### config.mk
export PLATFORM = sky130hd
export DESIGN_NAME = byte_mem_sequencer
export DESIGN_NICKNAME = d
export VERILOG_FILES = /design/src/rtl/byte_mem_sequencer.sv
export SDC_FILE = /design/constraint.sdc
export NUM_CORES = 1
export LEC_CHECK = 0
export CAP_MARGIN = 5
export CORE_UTILIZATION = 47
export CTS_CLUSTER_DIAMETER = 80
export DETAILED_ROUTE_END_ITERATION = 8
export PLACE_DENSITY = 0.73
export SLEW_MARGIN = 15
export SYNTH_ARGS = -nofsm -noshare
export SYNTH_HDL_FRONTEND = slang
export SYNTH_SLANG_ARGS = --single-unit
### constraint.sdc
create_clock -name clk -period 2.7 [get_ports clk]
set_clock_uncertainty 0.05 [all_clocks]
set_input_delay 0.675 -clock clk [delete_from_list [all_inputs] [get_ports clk]]
set_output_delay 0.675 -clock clk [all_outputs]
set_load 0.02 [all_outputs]
### src/rtl/byte_mem_sequencer.sv
// byte_mem_sequencer: turns one byte/half/word load or store into little-endian
// byte accesses on an 8-bit synchronous RAM port, extending load data to 32 bits.
`default_nettype none

module byte_mem_sequencer #(
    parameter int ADDR_W = 15
) (
    input  logic              clk,
    input  logic              rst,
    input  logic              req_valid,
    output logic              req_ready,
    input  logic              req_we,
    input  logic [ADDR_W-1:0] req_addr,
    input  logic [1:0]        req_size,
    input  logic              req_unsigned,
    input  logic [31:0]       req_wdata,
    output logic              rsp_valid,
    output logic [31:0]       rsp_rdata,
    output logic [ADDR_W-1:0] mem_addr,
    output logic [7:0]        mem_din,
    output logic              mem_we,
    input  logic [7:0]        mem_dout
);

    localparam logic [1:0] IDLE  = 2'd0;
    localparam logic [1:0] ISSUE = 2'd1;
    localparam logic [1:0] CAPT  = 2'd2;

    logic [1:0]  state;
    logic        we_q;
    logic [1:0]  size_q;
    logic        uns_q;
    logic [31:0] wdata_q;
    logic [1:0]  cnt;
    logic [31:0] asm_q;
    logic [1:0]  last_idx;
    logic [31:0] full_word;
    logic [31:0] ext_word;

    assign req_ready = (state == IDLE);

    always_comb begin
        case (size_q)
            2'b00:   last_idx = 2'd0;
            2'b01:   last_idx = 2'd1;
            default: last_idx = 2'd3;
        endcase
    end

    // Final byte arrives on mem_dout during CAPT; merge it before extending.
    always_comb begin
        full_word = asm_q;
        full_word[{cnt, 3'b000} +: 8] = mem_dout;
    end

    always_comb begin
        case (size_q)
            2'b00:   ext_word = {{24{~uns_q & full_word[7]}}, full_word[7:0]};
            2'b01:   ext_word = {{16{~uns_q & full_word[15]}}, full_word[15:0]};
            default: ext_word = full_word;
        endcase
    end

    always_ff @(posedge clk) begin
        if (rst) begin
            state     <= IDLE;
            we_q      <= 1'b0;
            size_q    <= 2'b00;
            uns_q     <= 1'b0;
            wdata_q   <= 32'd0;
            cnt       <= 2'd0;
            asm_q     <= 32'd0;
            rsp_valid <= 1'b0;
            rsp_rdata <= 32'd0;
            mem_addr  <= '0;
            mem_din   <= 8'd0;
            mem_we    <= 1'b0;
        end else begin
            rsp_valid <= 1'b0;
            case (state)
                IDLE: begin
                    if (req_valid) begin
                        we_q     <= req_we;
                        size_q   <= req_size;
                        uns_q    <= req_unsigned;
                        wdata_q  <= req_wdata;
                        cnt      <= 2'd0;
                        mem_addr <= req_addr;
                        mem_we   <= req_we;
                        if (req_we) begin
                            mem_din <= req_wdata[7:0];
                        end
                        state    <= ISSUE;
                    end
                end
                ISSUE: begin
                    // Read data lags the address by one cycle: byte cnt-1 is on mem_dout now.
                    if (cnt != 2'd0) begin
                        asm_q[{cnt - 2'd1, 3'b000} +: 8] <= mem_dout;
                    end
                    if (cnt == last_idx) begin
                        mem_we <= 1'b0;
                        if (we_q) begin
                            rsp_valid <= 1'b1;
                            state     <= IDLE;
                        end else begin
                            state     <= CAPT;
                        end
                    end else begin
                        cnt      <= cnt + 2'd1;
                        mem_addr <= mem_addr + ADDR_W'(1);
                        if (we_q) begin
                            mem_din <= wdata_q[{cnt + 2'd1, 3'b000} +: 8];
                        end
                    end
                end
                CAPT: begin
                    rsp_rdata <= ext_word;
                    rsp_valid <= 1'b1;
                    state     <= IDLE;
                end
                default: begin
                    state <= IDLE;
                end
            endcase
        end
    end

endmodule

`default_nettype wire

Yosys cells after proc, flatten, opt, wreduce, memory -nomap -nowiden
Cells that the tools add are included.

Register bits: 129. Input port bits: 62. Output and inout port bits: 58. Logic and storage cells: 69.

$add $sub $neg: 5. Equality and inequality tests: 9. Shift-type cells: 5. Muxes and demuxes: 25. Bitwise logic cells: 3. Reductions and logical operators: 10.

Operator list (count): 32-bit bitwise mux (2); 32-bit one-hot mux with 2 select lines (1); 8-bit by 7-bit variable shift with 32-bit output, first input constant (2); 8-bit by 7-bit indexed part select with 32-bit output (2); 8-bit two-way mux (4); 32-bit by 6-bit indexed part select with 8-bit output (1); 15-bit two-way mux (2); 15-bit one-hot mux with 2 select lines (1); 8-bit one-hot mux with 2 select lines (1); 15-bit by 1-bit adder with 15-bit output, second input constant (1); 5-bit negator with 7-bit output (2); 2-bit one-hot mux with 2 select lines (3); 2-bit two-way mux (5); 2-bit inequality test, second input constant (4); 2-bit AND reduction (3); 3-bit AND reduction (2); 5-bit AND reduction (1); 2-bit by 1-bit equality test with 1-bit output, second input constant (2); 2-bit logical NOT (2); 1-bit two-way mux (4); 1-bit one-hot mux with 2 select lines (2); 2-bit nonzero test (2); 2-bit by 1-bit adder with 2-bit output, second input constant (1); 1-bit bitwise AND (2); other kinds (5) (5).

Longest topological paths before layout
Gate-level depths: netlist (run 1).

Depth in word-level cells: 5. Depth in mapped cells: 11. Mapped depth without buffers: 7.

Worst setup path after synthesis (run 1)
Ideal clock, no wire load.

Path type: register to register. Start point: register cnt[0]. End point: register rsp_rdata[22]. Setup time: 0.081 ns. Data arrival time: 2.442 ns. Data required time: 2.569 ns. Setup slack: 0.127 ns. Cell stages (with the launch flop): 12. Path buffers: 4. Period minus slack after synthesis: 2.573 ns. Cells stage by stage: dfxtp_1 -> buf_6 -> buf_2 -> inv_1 -> ha_1 -> buf_4 -> nor2_8 -> a31oi_1 -> mux2_4 -> o31a_4 -> buf_6 -> a211oi_2.

Word-level cells in the longest chain between the ends: 5. Elaborated cells on any way between the ends: 7. Classes of those cells: add/sub (1); shift (2); mux (2); bitwise (2).

RTL lines: from (decl) (RTL line 34) `logic [1:0] cnt;`; from (signal assigned) (RTL line 110) `cnt <= cnt + 2'd1;`; 5-bit negator with 7-bit output * (RTL line 53) `full_word[{cnt, 3'b000} +: 8] = mem_dout;`; 8-bit by 7-bit indexed part select with 32-bit output or 8-bit by 7-bit variable shift with 32-bit output (tied branches) (RTL line 53); 32-bit bitwise mux * (RTL line 53); 1-bit bitwise AND, on equally long branches (RTL line 59, 58); 32-bit one-hot mux with 2 select lines * (RTL line 57) `case (size_q)`; to (signal assigned) (RTL line 118) `rsp_rdata <= ext_word;`; to (decl) (RTL line 18) `output logic [31:0] rsp_rdata,`.

Mark *: on every way between the ends. The rest lies on a longest branch, timed or not. A chain may end at the register's enable or synchronous reset.

Worst setup path after layout (run 1)
Start point: register state[0]. End point: output port req_ready.

Word-level cells in the longest chain between the ends: 1.

RTL lines: from (decl) (RTL line 29) `logic [1:0] state;`; from (signal assigned) (RTL line 66) `state <= IDLE;`; from (signal assigned) (RTL line 93) `state <= ISSUE;`; from (signal assigned) (RTL line 105) `state <= IDLE;`; 2-bit logical NOT (RTL line 40) `assign req_ready = (state == IDLE);`; to (decl) (RTL line 11) `output logic req_ready,`.

Every way passes these cells.

==> results of run 1 <==
layout make-up:
type / instances / area share, %
clock buffers: 18 / 5.53
clock inverters: 14 / 2.36
inverters: 23 / 1.09
multi-input cells: 524 / 38.4
flip-flops and latches: 129 / 32.5
well taps: 168 / 2.65
repair buffers: 144 / 17.5
cell usage in the layout (no fill, tap or decap), types with 5 or more instances in the layout:
cell / netlist / routed
a311oi_1: 8 / 8
and3_1: 5 / 5
a211oi_2: 10 / 10
dfxtp_1: 129 / 129
nand2b_1: 12 / 12
clkbuf_16: 0 / 17
nor2_1: 78 / 78
a211oi_1: 9 / 9
buf_4: 2 / 25
ha_1: 9 / 8
a21oi_1: 75 / 75
a22oi_1: 27 / 27
mux4_2: 6 / 6
a22o_1: 7 / 7
nand2_1: 135 / 135
inv_1: 22 / 22
nand3_1: 30 / 30
o21ai_0: 23 / 23
nor3_1: 22 / 22
clkdlybuf4s50_1: 0 / 118
a31oi_1: 5 / 5
nor2b_1: 7 / 7
power breakdown:
group	switching (mW)	internal, mW	leakage (nW)
combinational	0.587	0.468	1.44
clock	0.872	1.56	0.298
sequential	0.101	2.03	1.05
path summary, 6_finish.rpt:
| path | cells after the start | slack [ps] | start | end |
|---|---|---|---|---|
| min | 2 | 380 | asm_q[30] | asm_q[30] |
| max | 3 | 230 | state[0] | req_ready |
| min reg2reg | 2 | 380 | asm_q[30] | asm_q[30] |
| max reg2reg | 6 | 280 | cnt[0] | asm_q[16] |
worst reg2reg max path, stage by stage (launching register included):
cell     delay, ps
dfxtp_1        330
buf_4          320
ha_1           400
nand2_1        310
nor4_2         670
a22oi_1        150
nor2_1         130
registers in the layout (all words and copies together) (netlist names):
| register | flops |
|---|---|
| wdata_q | 32 |
| asm_q | 32 |
| state | 2 |
| size_q | 2 |
| cnt | 2 |
| we_q | 1 |
| rsp_rdata | 32 |
| mem_addr | 15 |
| mem_we | 1 |
| uns_q | 1 |
| mem_din | 8 |
| rsp_valid | 1 |
repair_timing:
action / in CTS / in global routing
setup endpoints to repair: 0 / 1
hold endpoints to repair: 0 / 0
gates resized for setup: 0 / 1
stage by stage:
step | setup slack, ps | hold WS (ps) | power [mW] | instances | cell area, um2
2_1_floorplan | 127 | 360 | 2.78 | 732 | 5950
3_3_place_gp | 226 | 368 | 3.19 | 988 | 7310
3_5_place_dp | 189 | 371 | 3.21 | 988 | 7310
4_1_cts | 120 | 379 | 5.64 | 1020 | 7940
5_1_grt | 57.8 | 407 | 5.83 | 1020 | 7940
6_report | 227 | 379 | 5.63 | 1020 | 7940
per-layer routing:
layer	vias to the layer above	global-route usage (%)	wire length, um
met5	-	0	0
met4	0	10.1	345
met3	35	5.82	932
met2	193	40.1	7460
met1	2719	33.9	7330
li1	2765	-	-
cells by family after synthesis:
| kind of cell | Yosys count | share of synthesized area, % |
|---|---|---|
| muxes | 13 | 4.08 |
| xor gates and xnor gates | 1 | 0.147 |
| DFF | 129 | 43.4 |
| and+or+nand+nor | 318 | 24.4 |
| adders and majority gates | 9 | 1.89 |
| AOI/OAI and AO/OA | 183 | 20.6 |
| buffers and inverters | 79 | 5.53 |
==> metrics.csv, run 1 <==
stage;metric;value;unit
outcome;status;completed;
setup_path;end_kind;output port;
cells_and_area;multi_input_area;3050;um2
drt;dr.pass1.iters;7;
sta;setup_viol;0;
cells_and_area;fill_cells;1041;
sta;hold_violations;0;
sta;tightest_slew;795;ps
global_routing;grt_pass1_vias;5288;
logic_synthesis;synthCells;732;
placement;hpwl;10700;um
logic_synthesis;synth_seq_cells;129;
global_routing;antenna_found_initial;0;
placement;numPortBuffers;119;
clocking;clk_pin_slew;60;ps
sta;relSlewSlack;46.6;%
logic_synthesis;synth_nets;803;
clocking;htreeDepth;4;
setup_path;path_buf_inv;2;
logic_synthesis;yosys_warnings;0;
worst_hold_path;min_path_type;flip-flop to flip-flop;
setup_path;crit_fanout;9;
sta;rsz0062_at_grt;no;
global_routing;grt_overflow_total;0;
logic_synthesis;synth_top_area_cell;dfxtp_1;
logic_synthesis;synth_edf_count;0;
floorplan;die_x;115;um
cells_and_area;diodes;0;
sta;min_period_over_period;91.6;%
drt;vias;5712;
clocking;cts_root_buffer;clkbuf_16;
logic_synthesis;netlist_area;5950;um2
drt;first_iter_violations;542;
power;ir_worst_vdd;0.363;mV
clocking;cts.hold.buffers_added;0;
setup_path;worstPathArrival;1750;ps
run;maxCapViolCount;0;
setup_path;crit_slowest_cell;clkdlybuf4s50_1;
clocking;cts_tree;done;
floorplan;initial_utilization;48.9;%
cells_and_area;postLayoutCoreUtil;65.3;%
drt;wire_per_inst;15.7;um
clocking;cts_made_buffers;17;
sta;tns;0;ps
logic_synthesis;yosysMostFrequentCell;nand2_1;
floorplan;core;12200;um2
setup_path;crit_required;1980;ps
logic_synthesis;seq_area_frac_synth;43.4;%
setup_path;path_delay_family;buffers and inverters;
setup_path;start_kind;flip-flop;
floorplan;ios;120;
cells_and_area;layout-drive-gt1-share;10.7;%
logic_synthesis;async_flop_share;0;%
logic_synthesis;netlist.area_leader.share;43.4;%
clocking;insertion_delay;420;ps
setup_path;crit_path_max_incr_delay;630;ps
cells_and_area;regArea;2580;um2
placement;gp_congestion;0.854;
global_routing;grt_start_max_net_pins;58;
cells_and_area;area_growth;33.5;%
logic_synthesis;syn_area_per_cell;8.13;um2
drt;vias_per_cell;5.60;
logic_synthesis;synth_top_flop_cell;dfxtp_1;
sta;min_period;2470;ps
drt;detail-route-antenna-nets;0;
setup_path;cp_cell_sequence;inv_1 > ha_2 > clkdlybuf4s50_1;
power;power.density;708;nW/um2
cells_and_area;nets;910;
floorplan;row_count;40;
logic_synthesis;synth_cell_type_count;61;
sta;drv_slew;0;
floorplan;die_h;115;um
drt;drcViolationCount;0;
clocking;cts_sinks;129;
floorplan;fp.dieArea;13100;um2
clocking;cts_buffer_depth;2;
power;p_leak;2.79;nW
global_routing;grt.total_usage;25.5;%
setup_path;criticalPathCategory;flip-flop to output port;
clocking;cts_setup_buffers;0;
logic_synthesis;synth_common_cells;135 x nand2_1, 129 x dfxtp_1, 78 x nor2_1, 75 x a21oi_1, 40 x clkbuf_1;
drt;drt_wl_total;16100;um
logic_synthesis;synth.area.top_cells;dfxtp_1 43%, nand2_1 8.5%, a21oi_1 6.3%, nor2_1 4.9%, a22oi_1 3.4%;
sta;max_freq;404;MHz
global_routing;grt_pass1_wl;26100;um
No activity file was read; power rests on OpenSTA's default activity.
==> run 2: changes to the inputs <==
--- a/config.mk
+++ b/config.mk
@@ -6,10 +6,10 @@
 export NUM_CORES = 1
 export LEC_CHECK = 0
 export CAP_MARGIN = 5
-export CORE_UTILIZATION = 47
+export CORE_UTILIZATION = 44
 export CTS_CLUSTER_DIAMETER = 80
 export DETAILED_ROUTE_END_ITERATION = 8
-export PLACE_DENSITY = 0.73
+export PLACE_DENSITY = 0.69
 export SLEW_MARGIN = 15
 export SYNTH_ARGS = -nofsm -noshare
 export SYNTH_HDL_FRONTEND = slang
==> run 2 against run 1 <==
  * Sequential power about the same
  * Hold slack gained 2.1 ps
  * Total power shrank 3.0%
  * First-iteration DRC count down 21%
  * Clock power shrank 7%
==> metrics.csv, run 2 (synthesis gave the netlist of run 1 again) <==
stage;metric;value;unit;change
cells_and_area;area_growth;32.9;%;was 33.5%
cells_and_area;largest_registers;asm_q: 32 flops, rsp_rdata: 32 flops, wdata_q: 32 flops;;unchanged
clocking;htreeDepth;4;;unchanged
global_routing;grt_pass1_vias;5340;;was 5,288
drt;dr.pass1.iters;7;;unchanged
power;power.density;690;nW/um2;was 708 nW/um2
clocking;cts.hold.buffers_added;0;;unchanged
setup_path;worstPathArrival;1850;ps;was 1750 ps
drt;vias_per_cell;5.44;;was 5.60
sta;min_period;2580;ps;was 2470 ps
run;maxCapViolCount;0;;unchanged
cells_and_area;diodes;0;;unchanged
drt;vias;5591;;was 5,712
floorplan;initial_utilization;45.1;%;was 48.9%
cells_and_area;nets;909;;was 910
global_routing;grt_start_max_net_pins;80;;was 58
sta;max_freq;388;MHz;was 404 MHz
drt;wire_per_inst;15.5;um;was 15.7 um
sta;min_period_over_period;95.4;%;was 91.6%
clocking;clk_pin_slew;60;ps;about the same
placement;numPortBuffers;119;;unchanged
clocking;ctsResizeCount;0;;unchanged
worst_hold_path;holdCritStartpoint;asm_q[31];;was asm_q[30]
floorplan;fp.dieArea;14000;um2;was 13,100 um2
clocking;cts_sinks;129;;unchanged
clocking;insertion_delay;420;ps;about the same
global_routing;antenna_found_initial;0;;unchanged
sta;tightest_slew;750;ps;was 795 ps
floorplan;die_x;118;um;was 115 um
clocking;cts_tree;done;;unchanged
sta;tns;0;ps;unchanged
cells_and_area;multi_input_area;3050;um2;about the same
cells_and_area;most-common-layout-cells;135 x nand2_1, 129 x dfxtp_1, 118 x clkdlybuf4s50_1;;unchanged
sta;setup_viol;0;;unchanged
cells_and_area;fill_cells;1163;;was 1,041
setup_path;crit_fanout;9;;unchanged
cells_and_area;layout_commonest_cell;nand2_1;;unchanged
drt;drt_wl_total;15900;um;was 16,100 um
drt;drcViolationCount;0;;unchanged
cells_and_area;postLayoutCoreUtil;60.0;%;was 65.3%
sta;drv_slew;0;;unchanged
setup_path;r2r_start;cnt[0];;unchanged
placement;hpwl;11000;um;was 10,700 um
floorplan;ios;120;;unchanged
drt;first_iter_violations;430;;was 542
global_routing;grt_overflow_total;0;;unchanged
placement;gp_congestion;0.815;;was 0.854
clocking;cts_buffer_depth;2;;unchanged
drt;detail-route-antenna-nets;0;;unchanged
setup_path;criticalPathCategory;flip-flop to output port;;unchanged
floorplan;die_h;118;um;was 115 um
power;total_power;5.46;mW;was 5.63 mW
outcome;status;completed;;unchanged
setup_path;crit_start;state[0];;unchanged
sta;hold_violations;0;;unchanged
setup_path;crit_required;1980;ps;about the same
cells_and_area;layout-drive-gt1-share;10.1;%;was 10.7%
setup_path;end_kind;output port;;unchanged
power;ir_worst_vdd;0.427;mV;was 0.363 mV
worst_hold_path;min_path_type;flip-flop to flip-flop;;unchanged
global_routing;grt.total_usage;23.7;%;was 25.5%
floorplan;row_count;42;;was 40
global_routing;grt_pass1_wl;26600;um;was 26,100 um
floorplan;core;13200;um2;was 12,200 um2
power;p_leak;2.77;nW;was 2.79 nW
clocking;cts_setup_buffers;0;;unchanged
setup_path;start_kind;flip-flop;;unchanged
sta;relSlewSlack;49.8;%;was 46.6%
clocking;cts_root_buffer;clkbuf_16;;unchanged
cells_and_area;regArea;2580;um2;unchanged
clocking;cts_made_buffers;17;;unchanged
sta;rsz0062_at_grt;no;;unchanged
-- run 2: changes by cell type in the layout (fill, tap and decap cells not counted), sizes merged --
| cell | before | now |
|---|---|---|
| bufinv | 4 | 2 |
| clkbuf | 18 | 24 |
| buf | 26 | 25 |
| clkinv | 6 | 5 |
| clkinvlp | 4 | 2 |
| inv | 23 | 22 |
-- run 2: per-layer routing --
layer | wire length (um) | GRT usage (%) | part of all wire (%) | vias up
li1 | - | - | - | 2771
met1 | 7600 | 32.0 | 48 | 2640
met2 | 7370 | 37.1 | 46 | 156
met3 | 692 | 5.60 | 4.3 | 24
met4 | 274 | 8.33 | 1.7 | 0
met5 | 0 | 0 | 0 | -
-- run 2: area by class of cell --
class / count / share of cell area [%]
timing repair buffer: 143 / 17.5
inverter: 23 / 1.09
multi-input combinational: 524 / 38.5
tap: 176 / 2.78
clock inverter: 8 / 1.30
clock buffer: 24 / 6.22
sequential: 129 / 32.6
-- run 2: stage by stage --
step	setup WS, ps	instance area, um2	cells	hold slack [ps]
after floorplan	127	5950	732	360
after global placement	242	7320	995	367
after detailed placement	225	7320	995	376
after CTS	118	7910	1027	384
after global routing	9.79	7910	1027	402
final	124	7910	1027	381
-- run 2: worst paths after layout --
path	endpoint	slack, ps	cells after the start
setup / recovery	req_ready	120	3
setup reg to reg	asm_q[12]	310	8
hold / removal	asm_q[31]	380	2
hold reg to reg	asm_q[31]	380	2
-- run 2: power by group --
part	total (mW)	switching (mW)	leakage [nW]	internal, mW
Clock	2.28	0.823	0.286	1.46
Sequential	2.14	0.102	1.05	2.03
Combinational	1.04	0.580	1.43	0.462
-- run 2: worst max-delay path, cell delays in order (launching register included) --
cell	delay, ps
dfxtp_1	320
inv_1	80
ha_1	350
clkdlybuf4s50_1	670
